==> src/rtl/aes_pkg.sv <==
// Shared Rijndael helpers: byte width, legal block widths and the
// ShiftRows column mapping used by the forward and inverse datapaths.
package aes_pkg;

  localparam int BYTE = 8;
  localparam int ROWS = 4;

  // Rijndael defines ShiftRows only for 4, 6 or 8 state columns
  function automatic bit nb_legal(input int nb);
    return (nb == 4) || (nb == 6) || (nb == 8);
  endfunction

  // The 256-bit state skips offset 2 so rows 2 and 3 rotate by 3 and 4
  function automatic int row_offset(input int nb, input int r);
    if ((nb == 8) && (r >= 2)) begin
      return r + 1;
    end
    return r;
  endfunction

  // Column of the input byte that lands in output (r, c)
  function automatic int src_col(input int nb, input int r, input int c, input bit inv);
    int off;
    off = row_offset(nb, r);
    if (inv) begin
      return (c - off + nb) % nb;
    end
    return (c + off) % nb;
  endfunction

endpackage

==> src/rtl/shift_rows_perm.sv <==
// Combinational ShiftRows / InvShiftRows byte permutation. Both mappings are
// fixed wiring; inv only selects which wire feeds each output byte.
module shift_rows_perm
  import aes_pkg::src_col;
#(
  parameter int BYTE = 8,
  parameter int NB   = 4
) (
  input  logic [4*NB*BYTE-1:0] state,
  input  logic                 inv,
  output logic [4*NB*BYTE-1:0] permuted
);

  localparam int W = 4 * NB * BYTE;

  for (genvar c = 0; c < NB; c++) begin : g_col
    for (genvar r = 0; r < 4; r++) begin : g_row
      localparam int K  = 4 * c + r;
      localparam int KF = 4 * src_col(NB, r, c, 1'b0) + r;
      localparam int KI = 4 * src_col(NB, r, c, 1'b1) + r;
      assign permuted[W-1-BYTE*K -: BYTE] =
        inv ? state[W-1-BYTE*KI -: BYTE] : state[W-1-BYTE*KF -: BYTE];
    end
  end

endmodule

==> src/rtl/shift_rows_pipe.sv <==
// Two-stage ShiftRows / InvShiftRows pipeline with valid/ready handshake.
// S1 captures the incoming state, the permutation sits between S1 and S2,
// and S2 presents the result. Define SHIFT_ROWS_PARITY_EN to add out_par,
// the per-byte even parity of out_data registered alongside it.
module shift_rows_pipe
  import aes_pkg::nb_legal;
#(
  parameter int BYTE     = 8,
  parameter int NB       = 4,
  parameter int SENTENCE = 32 * NB
) (
  input  logic                clk,
  input  logic                rst,
  input  logic                in_valid,
  output logic                in_ready,
  input  logic [SENTENCE-1:0] in_data,
  input  logic                in_inv,
  output logic                out_valid,
  input  logic                out_ready,
  output logic [SENTENCE-1:0] out_data,
  output logic                out_inv
`ifdef SHIFT_ROWS_PARITY_EN
  ,
  output logic [SENTENCE/8-1:0] out_par
`endif
);

  if (!nb_legal(NB) || (SENTENCE != 4 * NB * BYTE)) begin : g_bad_cfg
    $error("shift_rows_pipe: NB must be 4, 6 or 8 and SENTENCE must equal 32*NB");
  end

  logic                s1_valid;
  logic [SENTENCE-1:0] s1_data;
  logic                s1_inv;
  logic [SENTENCE-1:0] perm_data;
  logic                s2_load;
  logic                s1_load;

  // S2 takes S1 whenever it is empty or being drained; S1 refills on that same edge
  always_comb begin
    s2_load  = s1_valid && (!out_valid || out_ready);
    in_ready = !s1_valid || s2_load;
    s1_load  = in_valid && in_ready;
  end

  shift_rows_perm #(
    .BYTE (BYTE),
    .NB   (NB)
  ) u_perm (
    .state    (s1_data),
    .inv      (s1_inv),
    .permuted (perm_data)
  );

  // S1 register: capture on handshake, empty once its content moves to S2
  always_ff @(posedge clk) begin
    if (rst) begin
      s1_valid <= 1'b0;
      s1_data  <= '0;
      s1_inv   <= 1'b0;
    end else begin
      if (s1_load) begin
        s1_valid <= 1'b1;
        s1_data  <= in_data;
        s1_inv   <= in_inv;
      end else if (s2_load) begin
        s1_valid <= 1'b0;
      end
    end
  end

  // S2 register: hold the permuted state until downstream accepts it
  always_ff @(posedge clk) begin
    if (rst) begin
      out_valid <= 1'b0;
      out_data  <= '0;
      out_inv   <= 1'b0;
    end else begin
      if (s2_load) begin
        out_valid <= 1'b1;
        out_data  <= perm_data;
        out_inv   <= s1_inv;
      end else if (out_ready) begin
        out_valid <= 1'b0;
      end
    end
  end

`ifdef SHIFT_ROWS_PARITY_EN
  logic [SENTENCE/8-1:0] par_next;

  // Even parity per byte of the permuted state, byte 0 in the top bit
  always_comb begin
    par_next = '0;
    for (int k = 0; k < SENTENCE / 8; k++) begin
      par_next[SENTENCE/8-1-k] = ^perm_data[SENTENCE-1-8*k -: 8];
    end
  end

  // Parity travels with the data so it stays matched under stall
  always_ff @(posedge clk) begin
    if (rst) begin
      out_par <= '0;
    end else if (s2_load) begin
      out_par <= par_next;
    end
  end
`else
  // Parity disabled: no extra state beside the data path
`endif

endmodule

==> config.mk <==
export PLATFORM = sky130hd
export DESIGN_NAME = shift_rows_pipe
export DESIGN_NICKNAME = d
export VERILOG_FILES = /design/src/rtl/aes_pkg.sv /design/src/rtl/shift_rows_perm.sv /design/src/rtl/shift_rows_pipe.sv
export SDC_FILE = /design/constraint.sdc
export NUM_CORES = 1
export LEC_CHECK = 0
export ABC_AREA = 1
export CAP_MARGIN = 20
export CORE_MARGIN = 1
export CORE_UTILIZATION = 40
export CTS_CLUSTER_DIAMETER = 30
export DETAILED_ROUTE_END_ITERATION = 10
export PLACE_DENSITY_LB_ADDON = 0.2
export SLEW_MARGIN = 40
export SYNTH_ARGS = -nofsm -noshare
export SYNTH_HDL_FRONTEND = slang
export SYNTH_SLANG_ARGS = --single-unit
==> constraint.sdc <==
create_clock -name clk -period 1.2 [get_ports clk]
set_input_delay 0.24 -clock clk [delete_from_list [all_inputs] [get_ports clk]]
set_output_delay 0.24 -clock clk [all_outputs]
set_load 0.01 [all_outputs]
======== Word level (Yosys, flattened, before mapping) ========
Index checks and enable logic that the tools add are counted.
word-level totals
  register bits after elaboration ......... 260
  word-level logic and storage cells ...... 26
operators by class
  reductions and logical operators ........ 8
  mux-type cells .......................... 12
operators with widths
  cell                number
  two-way mux 8 bit   8
  two-way mux 1 bit   4
  nonzero test 2 bit  2
  logical AND 1 bit   2
  logical NOT 1 bit   2
  logical OR 1 bit    2

======== Depth between registers and ports, before layout ========
  depth after elaboration ................. 6
  depth in mapped cells ................... 8
  depth with buffers taken out ............ 6

======== By module ========
From an unflattened synthesis, not the netlist that was laid out.
unflattened totals
  cells, all modules ...................... 1828
  area, all modules ....................... 12305.6 um2
by module, submodules not included
  module           times used  cells an instance  seq. area each (um2)  area each (um2)
  shift_rows_pipe  1           1558               5205.0                10980.5
  shift_rows_perm  1           270                0.0                   1325.0

======== Worst setup path after synthesis ========
Ideal clock, no wire load.
  path kind ............................... register -> register
  start ................................... register out_valid
  end ..................................... register s1_data[103]
  stages on the path, launching flop included .. 6
  buffers on the path ..................... 2
  period minus slack after synthesis ...... 1.222 ns
  data arrival time ....................... 1.107 ns
  data required time ...................... 1.085 ns
  slack ................................... -0.022 ns
  cell sequence ........................... dfxtp_1 nand3_1 buf_2 buf_2 a21oi_1 nor2_1
between the ends
  word-level cells in the longest chain between the ends .. 5
ends and longest elaborated chain
  item                    RTL line               RTL
  start, declared         shift_rows_pipe.sv:18  output logic out_valid,
  start signal, assigned  shift_rows_pipe.sv:75  out_valid <= 1'b0;
  start signal, assigned  shift_rows_pipe.sv:80  out_valid <= 1'b1;
  start signal, assigned  shift_rows_pipe.sv:84  out_valid <= 1'b0;
  logical NOT 1 bit       shift_rows_pipe.sv:41  s2_load = s1_valid && (!out_valid || out_ready);
  logical OR 1 bit        shift_rows_pipe.sv:41
  logical AND 1 bit       shift_rows_pipe.sv:41
  logical OR 1 bit        shift_rows_pipe.sv:42  in_ready = !s1_valid || s2_load;
  named net in_ready      shift_rows_pipe.sv:15  output logic in_ready,
  logical AND 1 bit       shift_rows_pipe.sv:43  s1_load = in_valid && in_ready;
  end signal, assigned    shift_rows_pipe.sv:64  s1_data <= in_data;
  end, declared           shift_rows_pipe.sv:33  logic [SENTENCE-1:0] s1_data;
The timed path passes the listed nets, and every way through them passes these cells.
A chain may end at the register's enable or synchronous reset.

======== Worst setup path in the final report ========
  start ................................... register out_valid
  end ..................................... output in_ready
between the ends
  word-level cells in the longest chain between the ends .. 4
ends and longest elaborated chain
  item               RTL line
  logical NOT 1 bit  shift_rows_pipe.sv:41
  logical OR 1 bit   shift_rows_pipe.sv:41
  logical AND 1 bit  shift_rows_pipe.sv:41
  logical OR 1 bit   shift_rows_pipe.sv:42
  end, declared      shift_rows_pipe.sv:15
No other way between the ends.

==> results by group <==
Synthesis
  – Cell Area, Synth: about 0.012 mm^2
  – Xor/xnor cell area share of the yosys netlist: 0%
  – Seq/Total Area, Yosys: 44.6%
  – Post-synthesis cell type count: 13
  – Synthesis Warnings: 0
  – Flops & latches, synth: 260
  – Complex-gate fraction of the synthesized area: 8.36%
  – Post-synthesis adder-cell area fraction: 0%
  – Simple-gate share of the synthesized area: 34.7%
  – Synth Net Count: 1922
  – Largest family of logic cells by synthesized area: simple AND/OR/NAND/NOR gates
  – Mapped Cells: about 1.8k
  – Syn_area_per_cell: 6.52 um^2
  – Mux cell area share after synthesis: 0%

Floorplanning
  – Top Ports: about 260
  – Die area: 0.0299 mm^2
  – Chip width: around 170 um
  – Die Y: 173 um
  – Core footprint: 0.0287 mm^2
  – Initial Utilization: between 40% and 50%
  – Placement row count: 62

Power and ir drop
  – PnR Total Power: between 30000 and 40000 uW
  – Maximum VDD drop: ~1400 uV
  – Pwr per Cell Area: 1690 mW/mm^2
  – Pleak: 0.00857 uW

STA
  – RSZ-0062 raised after global routing: true
  – Worst Skew: roughly 0.017 ns
  – Worst hold slack: roughly 0.11 ns
  – Normalized max-slew margin: between 70% and 80%
  – Crit path time final: about 1.4 ns
  – Max Slew Vio Count: 0
  – Worst Max-Slew Pin Slew: around 0.45 ns
  – Fmax: roughly 730 MHz
  – Fin. Hold Viols: 0
  – Tcrit/Tclk final: 114%
  – Final setup viols: 376
  – Setup ws final: -0.164 ns
  – TNS Setup: -19.37 ns

Detailed routing
  – Vias after detailed routing: between 10k and 15k
  – Post-route ant nets: 0
  – TritonRoute pass-1 iters: 7
  – Total Wirelength: 34.0 mm
  – WL/cell: 13.7 um
  – First DRT Iteration DRCs: 808
  – DRC: 0
  – Vias per cell: 4.71

CTS
  – # clock sinks: 260
  – # H-tree levels: 2
  – Total CTS buffers: 59
  – CTS Root Buffer Type: clkbuf_16
  – Worst-path clk slew: 0.05 ns
  – Worst-skew pair later-pin latency: 0.55 ns
  – CTS tree: built
  – Max clock buf depth: 3

Critical path
  – Crit. Startpoint: out_valid$_SDFFE_PP0P_
  – Crit Path Class: reg -> out
  – CP max FO: 3
  – Critical R2R Launch: s1_valid$_SDFFE_PP0P_
  – Worst EP arrival: 1.12 ns
  – Worst EP required: 0.96 ns
  – CP Capture Type: output pin
  – CP startpoint kind: register

Run status
  – Status: finished with violations
  – Failing checks: negative setup slack

Flow run
  – # Max-Cap Violations: 0

Worst hold path
  – Hold path startpoint: in_valid
  – Worst hold path class: in -> reg

Finish
  – Fin nets: ~2.2k
  – Area growth from synthesis to layout: 52.3%
  – Fin cells: between 2k and 2.5k
  – Fillers: 2583
  – Most common cell after layout, fill and taps aside: nand2_1
  – Most frequent cells in the layout: 385 x nand2_1, 380 x nor2_1, 227 x inv_1
  – Share of cells above drive strength 1: a little over a fifth
  – Multi-input gate area: 0.00515 mm^2
  – Reg area: 0.00538 mm^2

Placement
  – Placement Setup Slack: -0.456 ns
  – GPL Wtd Cong: just over 0.8
  – Placed cells: ~2.3k
  – HPWL after detailed placement: around 21 mm
  – Number of buffers added on ports: 263

Global routing
  – Pin count of the biggest net entering global routing: 56
  – Overflow after GRT: 0
  – GR Util All Layers: between 20 and 25%
  – Antenna violations before repair: 4
  – Vias in the first global route: roughly 11k
  – First-pass GRT wire length: 53.2 mm
flip-flops by register name (all words and copies together), names as in the netlist:
| register | cells |
|---|---|
| out_data | 128 |
| out_valid | 1 |
| s1_data | 128 |
| s1_valid | 1 |
| out_inv | 1 |
| s1_inv | 1 |
per-stage QoR:
| step | cell area [um^2] | utilization [%] |
|---|---|---|
| 6_report | 17800 | 61.9 |
| 5_1_grt | 17800 | 61.9 |
| 2_1_floorplan | 11700 | - |
| 3_5_place_dp | 14900 | 52.1 |
| 4_1_cts | 17500 | 61.0 |
| 3_3_place_gp | 14900 | 52.1 |
routing by layer:
| layer | vias up | share of wire, % | track usage [%] |
|---|---|---|---|
| met4 | 4 | 2.5 | 7.96 |
| met5 | - | 0.068 | 0 |
| met1 | 5241 | 42 | 25.9 |
| met3 | 68 | 7.0 | 5.61 |
| met2 | 341 | 48 | 36.8 |
| li1 | 5988 | - | - |
kinds of logic (layout without fill, tap and decap cells):
group / count (synthesis) / count (layout)
AOI/OAI and AO/OA: 195 / 195
buffers and inverters: 364 / 663
DFF: 260 / 260
other: 0 / 1
and+or+nand+nor: 970 / 971
cell type report:
cell class | instances | share of cell area (%)
flip-flops and latches | 260 | 30.2
multi-input cells | 1166 | 29.0
repair buffers | 323 | 21.4
clock buffers | 75 | 9.22
inverters | 230 | 4.94
well taps | 384 | 2.70
clock inverters | 35 | 2.52
diodes | 1 | 0.0141
final timing paths:
path | end | cells after the start | slack [ns]
setup / recovery | in_ready | 2 | -0.16
hold / removal | s1_data[73]$_SDFFE_PP0P_ | 3 | 0.11
setup reg to reg | s1_data[48]$_SDFFE_PP0P_ | 7 | -0.13
hold reg to reg | s1_data[78]$_SDFFE_PP0P_ | 2 | 0.47
worst max-delay path, stage by stage, from the launching register on:
cell,delay (ns)
dfxtp_4,0.37
nand3_4,0.07
buf_6,0.13
cells in the mapped netlist:
| library cell | n | area [um^2] |
|---|---|---|
| clkbuf_1 | 54 | 203 |
| nand2_1 | 388 | 1460 |
| buf_2 | 62 | 310 |
| a21oi_1 | 131 | 656 |
| inv_1 | 228 | 856 |
| nand3_1 | 131 | 656 |
| dfxtp_1 | 260 | 5200 |
| buf_1 | 18 | 67.6 |
| o21ai_0 | 64 | 320 |
| clkinv_1 | 1 | 3.75 |
| inv_2 | 1 | 3.75 |
| nand3b_1 | 64 | 480 |
| nor2_1 | 387 | 1450 |
timing repair:
action	4_1_cts	5_1_grt
setup endpoints to repair	385	389
gates cloned	1	6
pin swaps	0	1
hold buffers	0	0
gates resized for setup	823	27
buffers inserted	8	0
report_power, final:
group | switching [uW] | leakage (uW) | internal, uW | total [uW]
Clock | 4990 | 0.000997 | 11500 | 16500
Combinational | 1850 | 0.00537 | 1960 | 3810
Sequential | 402 | 0.00220 | 9360 | 9760
Total | 7250 | 0.00857 | 22800 | 30100
(Power assumes the default switching activity.)
==> RTL edit (config.mk and constraints unchanged) <==
Build with the macro `SHIFT_ROWS_PARITY_EN` defined.
--- a/src/rtl/shift_rows_pipe.sv
+++ b/src/rtl/shift_rows_pipe.sv
@@ -4,2 +4,4 @@
 // the per-byte even parity of out_data registered alongside it.
+`define SHIFT_ROWS_PARITY_EN
+
 module shift_rows_pipe
Function (old outputs only; new: out_par): no difference found for any inputs over 4 cycles, from zero or initial values and one cycle with rst high; that may be too few to reach the edited logic, so the function may still have changed.
==> RTL edit against the original RTL <==
- the flow still finishes with violations (negative setup slack)
- sequential cell count grew 16
- worst setup slack lost 0.40 ns
- final cell count grew 11%
- synthesized area grew 5.5%
- design area grew 33%
- wire length grew 63%
- first-iteration DRC count grew 91%
- critical path type is now reg -> reg
Power is not compared: it rests on default switching activity, and its combinational part moved more than twofold at a synthesized area within 25%.
==> RTL edit: results (changes against the original RTL) <==
global_routing:
  grt_max_degree: 47  # was 56
  grt_pass1_wl_mm: 65.1  # was 53.2 mm
  grt_pass1_vias: 12937  # was 10992
  antenna_found_initial: 1  # was 4
placed_design:
  io_buffers: 279  # was 263
  dpl.hpwl_mm: 24.5  # was 21.2 mm
  gp_congestion: 0.833  # was 0.806
drt:
  drt-initial-drc-count: 1544  # was 808
clocking:
  numCtsBuffers: 54  # was 59
  post_cts_buffers: 24  # was 8
  cts_resized: 1130  # was 823
sta:
  finalSetupTns_ns: -56.29  # was -19.37 ns
  holdWs_ns: 0.109  # was 0.108 ns
  fin_skew_ns: 0.0272  # was 0.0169 ns
  setup_viol_count_final: 422  # was 376
  worst_slack_ns: -0.568  # was -0.164 ns
  tightestPinTransition_ns: 0.382  # was 0.447 ns
outcome:
  violations: "negative setup slack"  # unchanged
  status: "finished, violations left"  # unchanged
yosys:
  ys_seq_area_share_pct: 44.9  # was 44.6%
  synth_cell_types: 17  # was 13
  synth_cells: 1820  # was 1789
min_path:
  hp-start: "rst"  # was in_valid
  hold_depth: 4  # was 3
worst_setup_path:
  reg2reg_depth: 14  # was 7
  arrival_ns: 2.21  # was 1.12 ns
  startpoint: "s1_inv"  # was out_valid
  crit_path_max_fanout: 7  # was 3
cells_and_area:
  final_nets: 2443  # was 2173
[RTL edit: changes by cell type after synthesis, moves of 64 or more]
cell / delta
nor2_1: -81
nand2_1: +114
inv_1: -130
o21ai_0: +221
nand3_1: -118
nand3b_1: -64
[RTL edit: routing by layer]
| layer | vias to the layer above | wire length, um | global-route usage, % | part of all wire [%] |
|---|---|---|---|---|
| met4 | 0 | 2790 | 8.51 | 5.0 |
| met5 | - | 0 | 0 | 0 |
| met3 | 264 | 5250 | 5.78 | 9.5 |
| met2 | 922 | 26900 | 45.5 | 49 |
| li1 | 6820 | - | - | - |
| met1 | 7166 | 20300 | 30.9 | 37 |
[RTL edit: final cells by class]
class                      instances  area [sq um]  area share, %
antenna                            1          2.50         0.0106
clock buffer                      71          1550           6.54
clock inverter                    28           295           1.25
inverter                         108           470           1.99
multi-input combinational       1321          8040           34.1
sequential                       276          5720           24.2
tap                              390           488           2.07
timing repair buffer             547          7010           29.7
timing repair inverter             2          36.3          0.154
